[src/rtl/csr_pkg.sv]
// Shared CSR addresses, Zicsr opcode and controller state encodings.
package csr_pkg;

  localparam logic [11:0] MSTATUS = 12'h300;
  localparam logic [11:0] MTVEC   = 12'h305;
  localparam logic [11:0] MEPC    = 12'h341;
  localparam logic [11:0] MCAUSE  = 12'h342;
  localparam logic [11:0] MTVAL   = 12'h343;
  localparam logic [11:0] FFLAGS  = 12'h001;
  localparam logic [11:0] FRM     = 12'h002;
  localparam logic [11:0] FCSR    = 12'h003;

  typedef enum logic [2:0] {
    CSRRW  = 3'b001,
    CSRRS  = 3'b010,
    CSRRC  = 3'b011,
    CSRRWI = 3'b101,
    CSRRSI = 3'b110,
    CSRRCI = 3'b111
  } csr_op_e;

  typedef enum logic [2:0] {
    IDLE,
    READ,
    WRITE,
    RESP,
    FRD,
    FWR
  } csr_state_e;

  // funct3 000 and 100 are not Zicsr encodings
  function automatic logic csr_funct3_legal(input logic [2:0] f3);
    return f3[1:0] != 2'b00;
  endfunction

  function automatic logic csr_implemented(input logic [11:0] addr);
    case (addr)
      MSTATUS, MTVEC, MEPC, MCAUSE, MTVAL, FFLAGS, FRM, FCSR: return 1'b1;
      default: return 1'b0;
    endcase
  endfunction

endpackage

[src/rtl/csr_alu.sv]
// Zicsr new-value computation; flags writes that the ISA says must not happen.
module csr_alu
  import csr_pkg::*;
#(
  parameter int XLEN = 32
) (
  input  csr_op_e           op_i,
  input  logic [XLEN-1:0]   old_i,
  input  logic [XLEN-1:0]   operand_i,
  input  logic              rs1_zero_i,
  output logic [XLEN-1:0]   new_o,
  output logic              suppress_o
);

  always_comb begin
    new_o      = operand_i;
    suppress_o = 1'b0;
    case (op_i)
      CSRRW, CSRRWI: new_o = operand_i;
      CSRRS: begin
        new_o      = old_i | operand_i;
        suppress_o = rs1_zero_i;
      end
      CSRRC: begin
        new_o      = old_i & ~operand_i;
        suppress_o = rs1_zero_i;
      end
      // immediate set/clear forms skip the write when zimm is zero
      CSRRSI: begin
        new_o      = old_i | operand_i;
        suppress_o = (operand_i == '0);
      end
      CSRRCI: begin
        new_o      = old_i & ~operand_i;
        suppress_o = (operand_i == '0);
      end
      default: ;
    endcase
  end

endmodule

[src/rtl/csr_ctrl.sv]
// Zicsr read-modify-write controller with FPU flag merging into fflags.
// Response 3/2/1 cycles after accept (write/suppressed/illegal); resp held until resp_ready.
module csr_ctrl
  import csr_pkg::*;
#(
  parameter int XLEN  = 32,
  parameter int FLAGW = 5
) (
  input  logic              clk,
  input  logic              rst,
  input  logic              req_valid,
  output logic              req_ready,
  input  logic [2:0]        req_funct3,
  input  logic [11:0]       req_addr,
  input  logic [XLEN-1:0]   req_rs1_data,
  input  logic [4:0]        req_zimm,
  input  logic              req_rs1_zero,
  output logic              resp_valid,
  input  logic              resp_ready,
  output logic [XLEN-1:0]   resp_rd_data,
  output logic              resp_illegal,
  input  logic              fpu_flags_valid,
  input  logic [FLAGW-1:0]  fpu_flags,
  output logic [11:0]       csr_raddr,
  input  logic [XLEN-1:0]   csr_rdata,
  output logic              csr_we,
  output logic [11:0]       csr_waddr,
  output logic [XLEN-1:0]   csr_wdata
);

  csr_state_e        state_q, state_d;
  csr_op_e           op_q, op_d;
  logic [11:0]       addr_q, addr_d;
  logic [XLEN-1:0]   opnd_q, opnd_d;
  logic              rs1z_q, rs1z_d;
  logic [XLEN-1:0]   old_q, old_d;
  logic [XLEN-1:0]   new_q, new_d;
  logic              ill_q, ill_d;
  logic [FLAGW-1:0]  pend_q, pend_d;
  logic [FLAGW-1:0]  snap_q, snap_d;
  logic [FLAGW-1:0]  merged_q, merged_d;
  logic [FLAGW-1:0]  flag_in;
  logic [XLEN-1:0]   alu_new;
  logic              alu_sup;

  csr_alu #(.XLEN(XLEN)) u_alu (
    .op_i       (op_q),
    .old_i      (csr_rdata),
    .operand_i  (opnd_q),
    .rs1_zero_i (rs1z_q),
    .new_o      (alu_new),
    .suppress_o (alu_sup)
  );

  assign flag_in = fpu_flags_valid ? fpu_flags : '0;

  always_comb begin
    state_d      = state_q;
    op_d         = op_q;
    addr_d       = addr_q;
    opnd_d       = opnd_q;
    rs1z_d       = rs1z_q;
    old_d        = old_q;
    new_d        = new_q;
    ill_d        = ill_q;
    snap_d       = snap_q;
    merged_d     = merged_q;
    pend_d       = pend_q | flag_in;
    req_ready    = 1'b0;
    resp_valid   = 1'b0;
    resp_rd_data = '0;
    resp_illegal = 1'b0;
    csr_raddr    = '0;
    csr_we       = 1'b0;
    csr_waddr    = '0;
    csr_wdata    = '0;

    case (state_q)
      IDLE: begin
        // pending flag merges win over new instructions
        if (pend_q != '0) begin
          state_d = FRD;
        end else begin
          req_ready = 1'b1;
          if (req_valid) begin
            addr_d = req_addr;
            opnd_d = req_funct3[2] ? {{(XLEN-5){1'b0}}, req_zimm} : req_rs1_data;
            rs1z_d = req_rs1_zero;
            if (csr_funct3_legal(req_funct3) && csr_implemented(req_addr)) begin
              op_d    = csr_op_e'(req_funct3);
              ill_d   = 1'b0;
              state_d = READ;
            end else begin
              ill_d   = 1'b1;
              old_d   = '0;
              state_d = RESP;
            end
          end
        end
      end
      READ: begin
        csr_raddr = addr_q;
        old_d     = csr_rdata;
        new_d     = alu_new;
        state_d   = alu_sup ? RESP : WRITE;
      end
      WRITE: begin
        csr_we    = 1'b1;
        csr_waddr = addr_q;
        csr_wdata = new_q;
        state_d   = RESP;
      end
      RESP: begin
        resp_valid   = 1'b1;
        resp_rd_data = old_q;
        resp_illegal = ill_q;
        if (resp_ready) state_d = IDLE;
      end
      FRD: begin
        csr_raddr = FFLAGS;
        snap_d    = pend_q;
        merged_d  = csr_rdata[FLAGW-1:0] | pend_q;
        state_d   = FWR;
      end
      FWR: begin
        csr_we    = 1'b1;
        csr_waddr = FFLAGS;
        csr_wdata = {{(XLEN-FLAGW){1'b0}}, merged_q};
        // only the snapshotted flags are retired; same-cycle arrivals stay pending
        pend_d    = (pend_q & ~snap_q) | flag_in;
        state_d   = IDLE;
      end
      default: state_d = IDLE;
    endcase

    if (rst) begin
      req_ready    = 1'b0;
      resp_valid   = 1'b0;
      resp_rd_data = '0;
      resp_illegal = 1'b0;
      csr_raddr    = '0;
      csr_we       = 1'b0;
      csr_waddr    = '0;
      csr_wdata    = '0;
    end
  end

  always_ff @(posedge clk) begin
    if (rst) begin
      state_q  <= IDLE;
      op_q     <= CSRRW;
      addr_q   <= '0;
      opnd_q   <= '0;
      rs1z_q   <= 1'b0;
      old_q    <= '0;
      new_q    <= '0;
      ill_q    <= 1'b0;
      pend_q   <= '0;
      snap_q   <= '0;
      merged_q <= '0;
    end else begin
      state_q  <= state_d;
      op_q     <= op_d;
      addr_q   <= addr_d;
      opnd_q   <= opnd_d;
      rs1z_q   <= rs1z_d;
      old_q    <= old_d;
      new_q    <= new_d;
      ill_q    <= ill_d;
      pend_q   <= pend_d;
      snap_q   <= snap_d;
      merged_q <= merged_d;
    end
  end

endmodule

[config.mk]
export PLATFORM = sky130hd
export DESIGN_NAME = csr_ctrl
export DESIGN_NICKNAME = d
export VERILOG_FILES = /design/src/rtl/csr_pkg.sv /design/src/rtl/csr_alu.sv /design/src/rtl/csr_ctrl.sv
export SDC_FILE = /design/constraint.sdc
export NUM_CORES = 1
export LEC_CHECK = 0
export BUFFER_PORTS_ARGS = -buffer_cell sky130_fd_sc_hd__buf_2
export CAP_MARGIN = 20
export CORE_ASPECT_RATIO = 1.1
export CORE_MARGIN = 10
export CORE_UTILIZATION = 44
export CTS_BUF_LIST = sky130_fd_sc_hd__clkbuf_8
export DETAILED_ROUTE_END_ITERATION = 6
export PLACE_DENSITY = 0.67
export SLEW_MARGIN = 0
export SYNTH_ARGS = -nofsm -noshare
export SYNTH_HDL_FRONTEND = slang
export SYNTH_SLANG_ARGS = --single-unit
export TNS_END_PERCENT = 30
[constraint.sdc]
create_clock -name clk -period 1.9 [get_ports clk]
set_input_delay 0 -clock clk [delete_from_list [all_inputs] [get_ports clk]]
set_output_delay 0 -clock clk [all_outputs]
set_load 0.01 [all_outputs]
==> results of run 1 <==
==> path summary, 6_finish.rpt <==
path                            cells past startpoint  slack (ns)       endpoint
worst max-delay path                                7       -0.06  csr_raddr[11]
worst max register to register                      9        0.04       old_q[5]
worst min-delay path                                4        0.15      opnd_q[8]
worst min register to register                      2        0.46      snap_q[3]
==> sequential cells by signal, indices dropped and copies added, names as in the netlist <==
signal,count
addr_q,12
ill_q,1
merged_q,5
new_q,32
old_q,32
op_q,3
opnd_q,32
pend_q,5
rs1z_q,1
snap_q,5
state_q,3
==> timing repair <==
item	4_1_cts	5_1_grt
resized for setup	10	25
setup buffers	3	5
setup endpoints to repair	19	91
pin swaps	7	4
gates cloned	2	2
hold buffers	92	0
hold endpoints to repair	91	0
==> layout by cell type, fill, tap and decap left out, types with 7 or more instances in the layout <==
| master | instances |
|---|---|
| nor4_1 | 11 |
| a21oi_1 | 113 |
| buf_6 | 9 |
| nor2_1 | 90 |
| o21ai_0 | 7 |
| o21ai_1 | 27 |
| a211oi_1 | 38 |
| buf_2 | 179 |
| nor3_1 | 13 |
| and2_1 | 80 |
| a22oi_1 | 42 |
| buf_4 | 29 |
| dlygate4sd3_1 | 92 |
| clkbuf_8 | 19 |
| nor3b_1 | 27 |
| nand2_1 | 76 |
| dfxtp_1 | 130 |
==> cell families (layout without fill, tap and decap cells) <==
group	count (synthesis)	after routing	synth area share, %
buffers and inverters	72	352	5.04
and+or+nand+nor	326	326	26.9
muxes	5	5	0.822
DFF	131	131	43.1
other	0	1	0
AOI/OAI and AO/OA	240	240	24.1
==> final cells by class <==
class                   instances  area, µm²  area share (%)
clock buffers                  19        262            2.98
well taps                     188        235            2.68
flip-flops and latches        131       2620            29.9
inverters                       4       15.0           0.171
diodes                          1       2.50          0.0285
clock inverters                12        116            1.32
repair buffers                317       2320            26.3
multi-input cells             571       3220            36.6
==> worst min-delay path, stage by stage <==
cell	delay [ns]
buf_2	0.30
nor3b_1	0.09
a21oi_1	0.11
nor2_1	0.04
==> through the flow <==
| stage | util [%] | hold slack (ns) | setup WS, ns | std cells |
|---|---|---|---|---|
| floorplan | - | 0.136 | 0.251 | 774 |
| global placement | 52.9 | 0.253 | 0.0518 | 1107 |
| detailed placement | 52.9 | 0.259 | 0.0206 | 1107 |
| CTS | 63.3 | 0.118 | -0.109 | 1235 |
| global route | 64.2 | 0.167 | -0.109 | 1242 |
| finish | 64.2 | 0.149 | -0.0552 | 1243 |
==> metal layers <==
layer / global-route usage [%] / part of all wire [%] / vias to the layer above
li1: - / - / 3244
met1: 24.8 / 43 / 2964
met2: 36.1 / 50 / 180
met3: 5.80 / 5.6 / 23
met4: 5.98 / 1.7 / 0
met5: 0 / 0 / -
==> power by group through the flow <==
stage / registers [µW] / logic, µW / clock network, µW
2_1_floorplan: 3390 / 1420 / 0
3_3_place_gp: 3470 / 2050 / 0
3_5_place_dp: 3470 / 2080 / 0
4_1_cts: 3420 / 2440 / 2330
5_1_grt: 3470 / 2810 / 2440
6_report: 3430 / 2560 / 2280
==> run_results.csv, run 1 <==
group,metric,value,unit
status,outcome,"finished with violations",
status,violations,"setup timing",
sta,rsz0062_at_grt,"true",
sta,setup_slack,-0.0552,ns
setup_path,crit_start,"state_q[2]",
pwr,leakagePower,0.00367,µW
drt,num_vias,6411,
global_route,grt_pass1_vias,6252,
setup_path,regToRegStartpoint,"state_q[2]",
global_route,grt_max_degree,68,
setup_path,cp_max_fo,11,
pwr,p_int,5480,µW
setup_path,worstSetupEndpointType,"output pin",
cts,clk_pin_slew,0.08,ns
sta,period_needed,1.96,ns
pwr,p_sw_share,33.8,%
synth,postSynthCellCount,774,
sta,slew_violations,0,
drt,via_per_inst,5.16,
hold_path,min_from,"req_funct3[2]",
flow_run,maxCapViolations,0,
synth,seq_area_frac_synth,43.1,%
cts,clock_latency,0.44,ns
sta,finalCritPeriodShare,103,%
floorplanning,core,13700,µm²
synth,yosys_warnings,0,
sta,worst_pin_slew,1.09,ns
setup_path,crit_arrival,1.96,ns
synth,ys_ff_latch,131,
synth,synth_fp_nets,869,
final_layout,nFillCells,1202,
synth,synth.area.top_cells,"dfxtp_1, a21oi_1, and2_1, nor2_1, a22oi_1",
setup_path,cp-start-kind,"register",
final_layout,area_growth,44.4,%
pwr,peakVddDrop,0.392,mV
global_route,grt_util_all_layers,20.9,%
pwr,p_seq_share,41.4,%
sta,hold_viol,0,
drt,drc,0,
drt,drtIter0Drc,359,
setup_path,slowest_stage,"or3b_4",
cts,cts_root_buf,"clkbuf_8",
floorplanning,die_w,132,µm
pwr,power.total,8270,µW
placed_design,hpwl,13.6,mm
synth,syn_avg_cell_area,7.86,µm²
setup_path,path_cells,"buf_6 > or3b_4 > buf_12 > nor2_4 > buf_12 > and2_1 > buf_2",
cts,clock_sinks,131,
global_route,antenna_found_initial,0,
pwr,pwr-share-comb,30.9,%
drt,routed_wl,20.8,mm
sta,setup_viol,11,
global_route,grt_pass1_wl,32.6,mm
setup_path,worstSetupPathType,"register to output pin",
placed_design,place.gp.congestion,0.813,
floorplanning,io_pins,187,
setup_path,worst_path_most_repeated_cell,"buf_12",
placed_design,dpl_cell_area,7240,µm²
pwr,power_density,941,nW/µm²
final_layout,drive_gt1_share,26.3,%
hold_path,worstHoldPathType,"input port to register",
synth,synth_edf_count,0,
synth,yosys.cell_types.count,37,
sta,maxSlewHeadroom,27.5,%
cts,clk_path_buf_depth,2,
synth,netlist_top_cells_count,"dfxtp_1, a21oi_1, nor2_1, and2_1, nand2_1",
floorplanning,die_area,18900,µm²
sta,max_freq,511,MHz
floorplanning,die_h,143,µm
setup_path,crit_buf_inv,4,
pwr,power_switching,2790,µW
sta,fin_setup_tns,-0.318,ns
sta,finalClockSkew,0.0136,ns
placed_design,numPortBuffers,186,
pwr,clkPwrFrac,27.6,%
setup_path,path_delay_family,"simple AND/OR/NAND/NOR gates",
synth,synth.most_common_cell,"dfxtp_1",
cts,cts_buffers,17,
setup_path,critical_path.max_stage_delay,0.41,ns
final_layout,layout.nets,1137,
floorplanning,rows,45,
floorplanning,start_util,44.5,%
synth,synth_top_area_share,43.1,%
synth,ys_async_sr_fraction,0,%
synth,yosysTopAreaCell,"dfxtp_1",
setup_path,worstPathRequired,1.90,ns
drt,drtAntennaViolNets,0,
synth,synth_area,6090,µm²
cts,cts_tree,"built",
drt,wl_per_cell,16.7,µm
global_route,grt_overflow,0,
final_layout,postLayoutCellArea,8790,µm²
drt,dr.pass1.iters,4,
synth,synth_flop_cell,"dfxtp_1",
cts,htreeDepth,4,
Power figures use the tool's default switching activity.
==> run 2: changes to the inputs <==
--- a/config.mk
+++ b/config.mk
@@ -8,7 +8,7 @@
 export BUFFER_PORTS_ARGS = -buffer_cell sky130_fd_sc_hd__buf_2
 export CAP_MARGIN = 20
 export CORE_ASPECT_RATIO = 1.1
-export CORE_MARGIN = 10
+export CORE_MARGIN = 5
 export CORE_UTILIZATION = 44
 export CTS_BUF_LIST = sky130_fd_sc_hd__clkbuf_8
 export DETAILED_ROUTE_END_ITERATION = 6
==> run 2 against run 1 <==
Effect of this change: the flow now finishes without violations; design area increased by 0.34%; core utilization increased by 0.22 points; non-clock buffer count increased by 2; clock skew increased by 0.00057 ns; routed wire length decreased by 1.5%; largest power group unchanged; critical endpoint is now csr_raddr[2]; worst hold slack got worse by 0.10 ns; power increased by 5.0%; combinational power decreased by 4%.
==> run_results.csv, run 2 (same netlist as run 1, synthesis figures left out) <==
group,metric,value,unit
floorplanning,rows,45,
pwr,power_density,985,nW/µm²
drt,drtAntennaViolNets,0,
final_layout,final_common_cell,"buf_2",
sta,worst_pin_slew,0.722,ns
final_layout,mostFrequentLayoutCells,"buf_2, dfxtp_1, a21oi_1",
global_route,antenna_found_initial,0,
setup_path,critical_path.max_stage_delay,0.42,ns
floorplanning,die_w,122,µm
final_layout,top_regs,"new_q (32), old_q (32), opnd_q (32)",
flow_run,maxCapViolations,0,
global_route,grt_max_degree,49,
sta,maxSlewHeadroom,51.7,%
drt,routed_wl,20.5,mm
pwr,power_switching,2830,µW
cts,clk_pin_slew,0.07,ns
floorplanning,start_util,44.5,%
final_layout,layout.nets,1139,
cts,cts_buffers,17,
placed_design,place.gp.congestion,0.810,
sta,finalClockSkew,0.0142,ns
cts,cts_root_buf,"clkbuf_8",
placed_design,hpwl,12.9,mm
floorplanning,core,13700,µm²
sta,setup_viol,0,
cts,clock_latency,0.44,ns
final_layout,postLayoutCellArea,8820,µm²
sta,fin_setup_tns,0,ns
final_layout,multiInputGateArea,3200,µm²
floorplanning,die_h,133,µm
setup_path,cp_max_fo,11,
global_route,grt_overflow,0,
cts,clk_path_buf_depth,2,
sta,slew_violations,0,
setup_path,worst_path_most_repeated_cell,"buf_12",
drt,drtIter0Drc,461,
placed_design,dpl_cell_area,7250,µm²
setup_path,crit_buf_inv,3,
sta,finalCritPeriodShare,98.3,%
final_layout,area_growth,44.9,%
pwr,peakVddDrop,0.641,mV
setup_path,cp-start-kind,"register",
setup_path,worstSetupPathType,"register to output pin",
hold_path,hold_depth,3,
pwr,p_seq_share,40.0,%
setup_path,reg2regPathDepth,6,
pwr,leakagePower,0.00368,µW
drt,via_per_inst,5.26,
hold_path,worstHoldPathType,"input port to register",
global_route,grt_pass1_vias,6370,
placed_design,numPortBuffers,186,
final_layout,drive_gt1_share,25.7,%
pwr,p_int,5860,µW
setup_path,path_delay_family,"simple AND/OR/NAND/NOR gates",
final_layout,postLayoutCoreUtil,64.5,%
setup_path,path_cells,"or3b_4 > buf_12 > nor2_4 > buf_12 > and2_1 > buf_2",
setup_path,crit_arrival,1.87,ns
final_layout,nFillCells,1183,
global_route,grt_util_all_layers,24.4,%
drt,drc,0,
drt,dr.pass1.iters,5,
global_route,grt_pass1_wl,31.9,mm
sta,period_needed,1.87,ns
pwr,clkPwrFrac,31.6,%
pwr,power.total,8680,µW
floorplanning,io_pins,187,
floorplanning,die_area,16300,µm²
cts,clock_sinks,131,
sta,rsz0062_at_grt,"true",
final_layout,num_antenna_cells,0,
setup_path,worstPathRequired,1.90,ns
status,outcome,"completed",
pwr,p_sw_share,32.5,%
pwr,pwr-share-comb,28.4,%
final_layout,ff_latch_area,2630,µm²
cts,htreeDepth,4,
drt,num_vias,6543,
cts,cts_tree,"built",
placed_design,dp_slack,0.120,ns
setup_path,worstSetupEndpointType,"output pin",
sta,hold_viol,0,
sta,max_freq,535,MHz
sta,setup_slack,0.0320,ns
setup_path,crit_cells,6,
setup_path,slowest_stage,"or3b_4",
drt,wl_per_cell,16.5,µm
run 2: worst min-delay path, delay by kind of cell:
| family | cells | cell delay (ns) |
|---|---|---|
| AO/OA/AOI/OAI | 1 | 0.25 |
| multiplexers | 1 | 0.10 |
| buffers and inverters | 1 | 0.07 |
run 2: final timing paths:
path | startpoint | end | slack (ns)
max | state_q[1] | csr_raddr[2] | 0.03
min | req_rs1_data[0] | opnd_q[0] | 0.05
max reg2reg | state_q[0] | pend_q[2] | 0.07
min reg2reg | snap_q[0] | snap_q[0] | 0.46
run 2: area by class of cell:
class	count	area share, %
clock buffers	20	3.12
inverters	4	0.170
repair buffers	319	25.8
clock inverters	12	2.11
flip-flops and latches	131	29.8
well taps	188	2.67
multi-input cells	571	36.3
run 2: layer usage:
metal	track usage, %	routed length (µm)	share of wire, %
met5	0	0	0
met4	9.89	461	2.2
met3	4.88	1290	6.3
met2	40.5	9780	48
met1	31.0	8970	44
run 2: per-stage QoR:
stage	std cells	hold slack, ns
6_report	1245	0.0467
5_1_grt	1245	0.0751
3_3_place_gp	1109	0.250
4_1_cts	1242	0.0470
2_1_floorplan	774	0.136
3_5_place_dp	1109	0.257
run 2: power by group through the flow:
stage | sequential (µW) | combinational (µW) | clock (µW)
after global placement | 3500 | 2030 | 0
after floorplan | 3390 | 1420 | 0
after detailed placement | 3500 | 2060 | 0
after CTS | 3460 | 2360 | 2770
after global routing | 3520 | 2700 | 2890
final | 3480 | 2460 | 2750
run 2: what timing repair did:
action / CTS / global route
buffers inserted: 4 / 3
gates cloned: 1 / 0
pin swaps: 3 / 2
gates resized for setup: 10 / 10
endpoints found under the hold margin: 94 / 0
hold buffers: 96 / 0
setup endpoints to repair: 29 / 67
